<file path="config.mk">
export PLATFORM = sky130hd
export DESIGN_NAME = pt2272_decoder
export DESIGN_NICKNAME = d
export VERILOG_FILES = /design/src/rtl/pt2272_pkg.sv /design/src/rtl/pt2272_pulse_meas.sv /design/src/rtl/pt2272_decoder.sv
export SDC_FILE = /design/constraint.sdc
export NUM_CORES = 1
export LEC_CHECK = 0
export BUFFER_PORTS_ARGS = -buffer_cell sky130_fd_sc_hd__buf_2
export CAP_MARGIN = 20
export CELL_PAD_IN_SITES_DETAIL_PLACEMENT = 1
export CELL_PAD_IN_SITES_GLOBAL_PLACEMENT = 2
export CORE_MARGIN = 2
export CORE_UTILIZATION = 45
export DETAILED_ROUTE_END_ITERATION = 6
export GPL_TIMING_DRIVEN = 0
export PLACE_DENSITY = 0.87
export RECOVER_POWER = 100
export SYNTH_ARGS = -nofsm -noshare
export SYNTH_HDL_FRONTEND = slang
export SYNTH_SLANG_ARGS = --single-unit
</file>
<file path="constraint.sdc">
create_clock -name clk -period 4.9 [get_ports clk]
set_input_delay 0.98 -clock clk [delete_from_list [all_inputs] [get_ports clk]]
set_output_delay 0.98 -clock clk [all_outputs]
set_load 0.02 [all_outputs]
</file>
<file path="src/rtl/pt2272_pkg.sv">
// Shared types and timing constants for the PT2272 receive-side decoder.
// Timing constants are in units of T (encoder oscillator periods).
package pt2272_pkg;

    typedef enum logic [1:0] {
        IDLE,
        SYNC_WAIT,
        BITS,
        SYNC_CHK
    } state_t;

    typedef enum logic [1:0] {
        ZERO,
        ONE,
        FLOAT,
        ERR
    } symbol_t;

    typedef enum logic [1:0] {
        PH_SHORT,
        PH_LONG,
        PH_SYNC,
        PH_ERR
    } phase_t;

    localparam int SHORT_MIN  = 2;
    localparam int LONG_MIN   = 8;
    localparam int LONG_MAX   = 20;
    localparam int SYNC_MIN   = 64;
    localparam int VT_TIMEOUT = 1024;

    localparam int WORD_W = 12;
    localparam int ADDR_W = 8;
    localparam int DATA_W = 4;
    localparam int PAIRS  = 2 * WORD_W;
    localparam int CNT_W  = 12;

    // Two half-bits form one symbol; a '1' half followed by a '0' half is illegal.
    function automatic symbol_t sym_decode(input logic h0, input logic h1);
        symbol_t s;
        case ({h0, h1})
            2'b00:   s = ZERO;
            2'b11:   s = ONE;
            2'b01:   s = FLOAT;
            default: s = ERR;
        endcase
        return s;
    endfunction

endpackage

</file>
<file path="src/rtl/pt2272_pulse_meas.sv">
// Synchronizes cod_i, times each high/low phase with a saturating counter and
// classifies it; also strobes once when a low phase reaches the sync length.
module pt2272_pulse_meas
    import pt2272_pkg::*;
#(
    parameter int CYC = 16
) (
    input  logic   clk,
    input  logic   reset,
    input  logic   cod_i,
    output logic   ph_vld,
    output logic   ph_lvl,
    output phase_t ph_cls,
    output logic   sync_stb
);

    localparam logic [CNT_W-1:0] SHORT_CYC = CNT_W'(SHORT_MIN * CYC);
    localparam logic [CNT_W-1:0] LONG_CYC  = CNT_W'(LONG_MIN * CYC);
    localparam logic [CNT_W-1:0] LMAX_CYC  = CNT_W'(LONG_MAX * CYC);
    localparam logic [CNT_W-1:0] SYNC_CYC  = CNT_W'(SYNC_MIN * CYC);
    localparam logic [CNT_W-1:0] LMAX_LAST = CNT_W'(LONG_MAX * CYC - 1);
    localparam logic [CNT_W-1:0] SYNC_LAST = CNT_W'(SYNC_MIN * CYC - 1);
    localparam logic [CNT_W-1:0] CNT_MAX   = '1;

    logic             sync_p0;
    logic             sync_p1;
    logic             lvl;
    logic [CNT_W-1:0] cnt;
    logic             toggle;
    logic             hi_stuck;

    function automatic phase_t classify(input logic [CNT_W-1:0] width, input logic high);
        if (width < SHORT_CYC) return PH_ERR;
        if (width < LONG_CYC)  return PH_SHORT;
        if (width < LMAX_CYC)  return PH_LONG;
        if (!high && width >= SYNC_CYC) return PH_SYNC;
        return PH_ERR;
    endfunction

    always_ff @(posedge clk or negedge reset) begin
        if (!reset) begin
            sync_p0 <= 1'b0;
            sync_p1 <= 1'b0;
            lvl     <= 1'b0;
            cnt     <= '0;
        end else begin
            sync_p0 <= cod_i;
            sync_p1 <= sync_p0;
            lvl     <= sync_p1;
            if (toggle) begin
                cnt <= CNT_W'(1);
            end else if (cnt != CNT_MAX) begin
                cnt <= cnt + CNT_W'(1);
            end
        end
    end

    // cnt always holds the width of the phase at level lvl, so on a toggle it
    // is exactly the width of the phase that just ended.
    assign toggle   = sync_p1 ^ lvl;
    assign hi_stuck = lvl & ~toggle & (cnt == LMAX_LAST);
    assign sync_stb = ~lvl & ~toggle & (cnt == SYNC_LAST);
    assign ph_vld   = toggle | hi_stuck;
    assign ph_lvl   = lvl;

    always_comb begin
        ph_cls = classify(cnt, lvl);
        if (hi_stuck) ph_cls = PH_ERR;
    end

endmodule

</file>
<file path="src/rtl/pt2272_decoder.sv">
// PT2272 decoder: recovers 8 address + 4 data bits per word, confirms on two
// identical consecutive words. PT2272_MOMENTARY_EN clears D when vt times out.
module pt2272_decoder
    import pt2272_pkg::*;
#(
    parameter int CYC = 16
) (
    input  logic              clk,
    input  logic              reset,
    input  logic              cod_i,
    input  logic [ADDR_W-1:0] A,
    output logic [DATA_W-1:0] D,
    output logic              vt
);

    localparam int              VT_CYC    = VT_TIMEOUT * CYC;
    localparam int              TMR_W     = $clog2(VT_CYC);
    localparam logic [TMR_W-1:0] TMR_LAST = TMR_W'(VT_CYC - 1);
    localparam logic [4:0]      PAIR_LAST = 5'(PAIRS - 1);

    logic   ph_vld;
    logic   ph_lvl;
    phase_t ph_cls;
    logic   sync_stb;

    state_t              state, state_nxt;
    logic [4:0]          pair, pair_nxt;
    logic                hi_long, hi_long_nxt;
    logic                half0, half0_nxt;
    logic                hi_ok, hi_ok_nxt;
    logic [WORD_W-1:0]   word, word_nxt;
    logic [WORD_W-1:0]   flt, flt_nxt;
    logic [WORD_W-1:0]   prev_word, prev_word_nxt;
    logic                prev_vld, prev_vld_nxt;
    logic [DATA_W-1:0]   d_nxt;
    logic                vt_nxt;
    logic [TMR_W-1:0]    tmr, tmr_nxt;

    logic    lo_long;
    logic    half;
    logic    pair_err;
    logic    addr_ok;
    symbol_t sym;

    pt2272_pulse_meas #(
        .CYC(CYC)
    ) u_meas (
        .clk     (clk),
        .reset   (reset),
        .cod_i   (cod_i),
        .ph_vld  (ph_vld),
        .ph_lvl  (ph_lvl),
        .ph_cls  (ph_cls),
        .sync_stb(sync_stb)
    );

    always_ff @(posedge clk or negedge reset) begin
        if (!reset) begin
            state     <= IDLE;
            pair      <= '0;
            hi_long   <= 1'b0;
            half0     <= 1'b0;
            hi_ok     <= 1'b0;
            word      <= '0;
            flt       <= '0;
            prev_word <= '0;
            prev_vld  <= 1'b0;
            D         <= '0;
            vt        <= 1'b0;
            tmr       <= '0;
        end else begin
            state     <= state_nxt;
            pair      <= pair_nxt;
            hi_long   <= hi_long_nxt;
            half0     <= half0_nxt;
            hi_ok     <= hi_ok_nxt;
            word      <= word_nxt;
            flt       <= flt_nxt;
            prev_word <= prev_word_nxt;
            prev_vld  <= prev_vld_nxt;
            D         <= d_nxt;
            vt        <= vt_nxt;
            tmr       <= tmr_nxt;
        end
    end

    always_comb begin
        state_nxt     = state;
        pair_nxt      = pair;
        hi_long_nxt   = hi_long;
        half0_nxt     = half0;
        hi_ok_nxt     = hi_ok;
        word_nxt      = word;
        flt_nxt       = flt;
        prev_word_nxt = prev_word;
        prev_vld_nxt  = prev_vld;
        d_nxt         = D;
        vt_nxt        = vt;
        tmr_nxt       = tmr;

        lo_long  = (ph_cls == PH_LONG);
        half     = hi_long;          // long high + short low is a '1' half
        sym      = sym_decode(half0, half);
        pair_err = 1'b0;
        addr_ok  = (word[WORD_W-1 -: ADDR_W] == A) && (flt == '0);

        if (vt) begin
            if (tmr == TMR_LAST) begin
                vt_nxt  = 1'b0;
                tmr_nxt = '0;
`ifdef PT2272_MOMENTARY_EN
                d_nxt   = '0;
`endif
            end else begin
                tmr_nxt = tmr + TMR_W'(1);
            end
        end

        case (state)
            IDLE: begin
                if (sync_stb) state_nxt = SYNC_WAIT;
            end

            SYNC_WAIT: begin
                if (ph_vld && !ph_lvl) begin
                    state_nxt = BITS;
                    pair_nxt  = '0;
                end
            end

            BITS: begin
                if (sync_stb) begin
                    state_nxt = SYNC_WAIT;
                end else if (ph_vld) begin
                    if (ph_cls != PH_SHORT && ph_cls != PH_LONG) begin
                        pair_err = 1'b1;
                    end else if (ph_lvl) begin
                        hi_long_nxt = (ph_cls == PH_LONG);
                    end else if (lo_long == hi_long) begin
                        pair_err = 1'b1;
                    end else begin
                        if (!pair[0]) begin
                            half0_nxt = half;
                        end else if (sym == ERR) begin
                            pair_err = 1'b1;
                        end else begin
                            word_nxt = {word[WORD_W-2:0], sym == ONE};
                            flt_nxt  = {flt[WORD_W-2:0], sym == FLOAT};
                        end
                        pair_nxt = pair + 5'd1;
                        if (pair == PAIR_LAST) begin
                            state_nxt = SYNC_CHK;
                            hi_ok_nxt = 1'b0;
                        end
                    end
                    if (pair_err) state_nxt = IDLE;
                end
            end

            SYNC_CHK: begin
                if (ph_vld) begin
                    if (ph_lvl && ph_cls == PH_SHORT && !hi_ok) hi_ok_nxt = 1'b1;
                    else state_nxt = IDLE;
                end else if (sync_stb && hi_ok) begin
                    state_nxt = SYNC_WAIT;
                    // A confirm here overrides a timeout decided above.
                    if (addr_ok) begin
                        if (prev_vld && prev_word == word) begin
                            d_nxt   = word[DATA_W-1:0];
                            vt_nxt  = 1'b1;
                            tmr_nxt = '0;
                        end
                        prev_word_nxt = word;
                        prev_vld_nxt  = 1'b1;
                    end else begin
                        prev_vld_nxt = 1'b0;
                    end
                end
            end

            default: state_nxt = IDLE;
        endcase
    end

endmodule

</file>
==> impl_metrics.yaml <==
routing:
  drt_first_iter_violations: 75
  route.final.wire_length_mm: 8.91
  detailed_routing_iteration_count_for_the_pre_antenna_repair_pass: 4
  viasPerCell: 5.68
  wl_per_cell_um: 17.4
  antenna_left: 0
  drt_drc: 0
  route.vias.total: 2905
sta:
  whs_ns: 0.362
  final_worst_setup_slack_ns: 1.48
  final.period_utilization: 0.699
  finalClockSkew_ns: 0.0199
  final_max_slew_violation_count: 29
  final-hold-violation-count: 0
  post-route-min-period_ns: 3.42
  rsz_0062_raised_after_global_routing: "false"
  worst_slew_pin_slew_ns: 1.70
  achievable-frequency_ghz: 0.292
  timing.final.setup_violations: 0
  final.setup.tns_ns: 0
  slew_hr: -0.132
critical_path:
  critPathSlowestCell: "sky130_fd_sc_hd__nor3_1"
  timing.critical_path.cells: "clkbuf_1 -> inv_1 -> ha_1 -> nand3_1 -> nor4_4 -> nand4b_1 -> nor3_1 -> clkbuf_1 -> nor3_1"
  critical_path.n_buffers_inverters: 3
  maximum_cell_stage_delay_along_the_critical_path_ns: 0.96
  path_delay_family: "simple AND/OR/NAND/NOR gates"
  criticalPathCategory: "flop to flop"
  data_required_time_of_the_worst_path_ns: 5.10
  reg2reg_slack_ns: 1.48
  crit_path_max_fanout: 10
  setup.worst_path.start_class: "flop"
  critical_path_arrival_ns: 3.62
  crit_path_end_kind: "flop"
synthesis:
  synthesis.area_per_instance_sq_um: 11.5
  post_synthesis_net_count: 385
  yosysTopAreaCellShare: 0.481
  yosysSeqAreaShare: 0.481
  synth-warning-count: 0
  post_synth_inst_count: 368
  post_synth_most_frequent_cells: "81 x sky130_fd_sc_hd__dfrtp_1, 28 x sky130_fd_sc_hd__xnor2_1, 23 x sky130_fd_sc_hd__nand2_1"
  synth_area_sq_um: 4210
  synth_enable_flop_cells: 0
  ys.flop_type: "sky130_fd_sc_hd__dfrtp_1"
  async_reset_ff_frac: 1.00
  post_synth_num_cell_types: 51
  synth.most_common_cell: "sky130_fd_sc_hd__dfrtp_1"
  synth-seq-cells: 81
  yosys-top-cells-area: "sky130_fd_sc_hd__dfrtp_1 48%, sky130_fd_sc_hd__mux2_4 6.8%, sky130_fd_sc_hd__xnor2_1 5.8%"
  yosysTopAreaCell: "sky130_fd_sc_hd__dfrtp_1"
outcome:
  status: "complete, but fails checks"
  violations: "max-capacitance violations, max-slew violations"
final_layout:
  n_antenna_cell: 0
  syn_to_final_growth_pct: 7.99
  drive_gt1_frac: 0.150
  layout.cells.non_filler: 511
  finish.net_count: 412
placement:
  place.detailed.instances: 495
  finalWeightedCongestion: 0.796
  place_hpwl_mm: 6.17
  io_buffer_count: 15
  place_worst_setup_slack_ns: 1.72
clock_tree:
  htreeDepth: 3
  tritoncts: "yes"
  cts-buffers-inserted: 9
  cts_repair_resize_count: 0
  hold_buffers: 0
  numClockSinks: 81
  cts-root-to-sink-buffers: 2
  clkLatencyLatePin_ns: 0.37
  clock_transition_at_the_registers_of_the_reported_paths_ns: 0.09
  ctsRootBufferMaster: "sky130_fd_sc_hd__clkbuf_8"
  postCtsSetupRepairBufs: 0
floorplanning:
  die_width_um: 101
  placeableCoreArea_sq_um: 9150
  initial_core_util: 0.460
  die_h_um: 101
  die_area_sq_um: 10200
  floorplan.rows: 35
  floorplan.io_pins: 16
global_route:
  grt_overflow: 0
  globalRouteTotalUtil: 0.195
  number_of_antenna_violations_at_the_first_check_in_global_routing: 0
  grt_start_max_net_pins: 54
  first_global_vias: 3074
  global_route_wire_length_before_repair_mm: 15.5
pwr:
  peakVddDrop_v: 0.000106
  power_density_nw_per_um2: 277
  leakage_nw: 2.00
flow_run:
  drv.max_cap_violation_count: 1
worst_hold_path:
  worst_hold_path_type: "flop to flop"
-- cell usage in the layout, fill, tap and decap left out, types with 2 or more instances in the layout --
master	synthesis	final
sky130_fd_sc_hd__nand2_1	23	23
sky130_fd_sc_hd__and3_1	2	2
sky130_fd_sc_hd__inv_1	10	10
sky130_fd_sc_hd__xor2_1	15	15
sky130_fd_sc_hd__nor2_1	22	22
sky130_fd_sc_hd__o211ai_1	3	3
sky130_fd_sc_hd__mux2_1	0	19
sky130_fd_sc_hd__nand4_1	14	14
sky130_fd_sc_hd__or4_2	2	2
sky130_fd_sc_hd__o21a_1	2	2
sky130_fd_sc_hd__or2_2	2	2
sky130_fd_sc_hd__nand3_1	17	17
sky130_fd_sc_hd__o21ai_0	9	9
sky130_fd_sc_hd__buf_6	5	4
sky130_fd_sc_hd__nand2b_1	4	4
sky130_fd_sc_hd__o31ai_1	4	4
sky130_fd_sc_hd__a2111oi_0	3	3
sky130_fd_sc_hd__and4_1	2	2
sky130_fd_sc_hd__a211oi_1	5	5
sky130_fd_sc_hd__mux2i_1	7	7
sky130_fd_sc_hd__buf_2	0	9
sky130_fd_sc_hd__nor3_1	17	18
sky130_fd_sc_hd__clkinvlp_4	0	2
sky130_fd_sc_hd__o41ai_1	2	2
sky130_fd_sc_hd__or3_1	3	3
sky130_fd_sc_hd__nor4_1	8	9
sky130_fd_sc_hd__clkbuf_1	6	15
sky130_fd_sc_hd__ha_1	6	6
sky130_fd_sc_hd__mux2_2	21	20
sky130_fd_sc_hd__nor4_4	3	2
sky130_fd_sc_hd__dfrtp_1	81	81
sky130_fd_sc_hd__clkbuf_8	0	10
sky130_fd_sc_hd__xnor2_1	28	28
sky130_fd_sc_hd__or4_1	2	2
-- cell families (layout without fill, tap and decap cells) --
group | after synthesis | after routing | synth area share
AOI/OAI and AO/OA | 36 | 36 | 0.0632
adders and majority gates | 6 | 6 | 0.0178
muxes | 47 | 47 | 0.140
xor gates and xnor gates | 43 | 43 | 0.0894
buffers and inverters | 24 | 56 | 0.0324
DFF | 81 | 81 | 0.481
and+or+nand+nor | 131 | 131 | 0.176
-- worst reg2reg max path, cell delays in order (launching register included) --
cell,delay [ns]
sky130_fd_sc_hd__dfrtp_1,0.39
sky130_fd_sc_hd__clkbuf_1,0.23
sky130_fd_sc_hd__inv_1,0.22
sky130_fd_sc_hd__ha_1,0.17
sky130_fd_sc_hd__nand3_1,0.13
sky130_fd_sc_hd__nor4_4,0.30
sky130_fd_sc_hd__nand4b_1,0.27
sky130_fd_sc_hd__nor3_1,0.97
sky130_fd_sc_hd__clkbuf_1,0.46
sky130_fd_sc_hd__nor3_1,0.15
-- registers in the layout, summed over array words and instances (netlist names), 2 cells and up --
name	count
flt	12
tmr	14
prev_word	12
u_meas.cnt	12
pair	5
word	12
D	4
state	2
-- per-stage QoR --
step | util | instance area, sq um | power, W
after floorplan | - | 4210 | 0.000720
after global placement | 0.484 | 4430 | 0.000745
after detailed placement | 0.487 | 4460 | 0.000750
after CTS | 0.510 | 4670 | 0.00128
after global routing | 0.497 | 4550 | 0.00131
final | 0.497 | 4550 | 0.00126
-- power by group --
part / switching [W] / leakage, nW / internal (W)
Clock: 0.000273 / 0.101 / 0.000256
Combinational: 0.0000342 / 0.789 / 0.0000183
Sequential: 0.00000594 / 1.11 / 0.000675
Total: 0.000313 / 2.00 / 0.000949
-- cell type report --
type	count	area, sq um
fill	1010	4600
clock buffer	10	138
inverter	10	37.5
buffer	14	83.8
tap	111	139
multi-input combinational	263	1960
timing repair buffer	16	95.1
sequential	81	2030
clock inverter	6	73.8
-- layer usage --
metal,global-route usage,share of wire,vias up
met2,0.314,0.49,24
met3,0.0305,0.019,11
met4,0.0727,0.016,0
met5,0,0,-
met1,0.266,0.48,1482
li1,-,-,1388
-- final timing paths --
| kind | cells after the start | endpoint | startpoint |
|---|---|---|---|
| max in group asynchronous | 1 | u_meas.sync_p0 | reset |
| min in group asynchronous | 1 | tmr[7] | reset |
| hold / removal | 0 | u_meas.sync_p1 | u_meas.sync_p0 |
| setup / recovery | 9 | tmr[11] | u_meas.ph_lvl |
| hold reg to reg | 0 | u_meas.sync_p1 | u_meas.sync_p0 |
| setup reg to reg | 9 | tmr[11] | u_meas.ph_lvl |
Note: power is estimated with default switching activity, not from simulation.
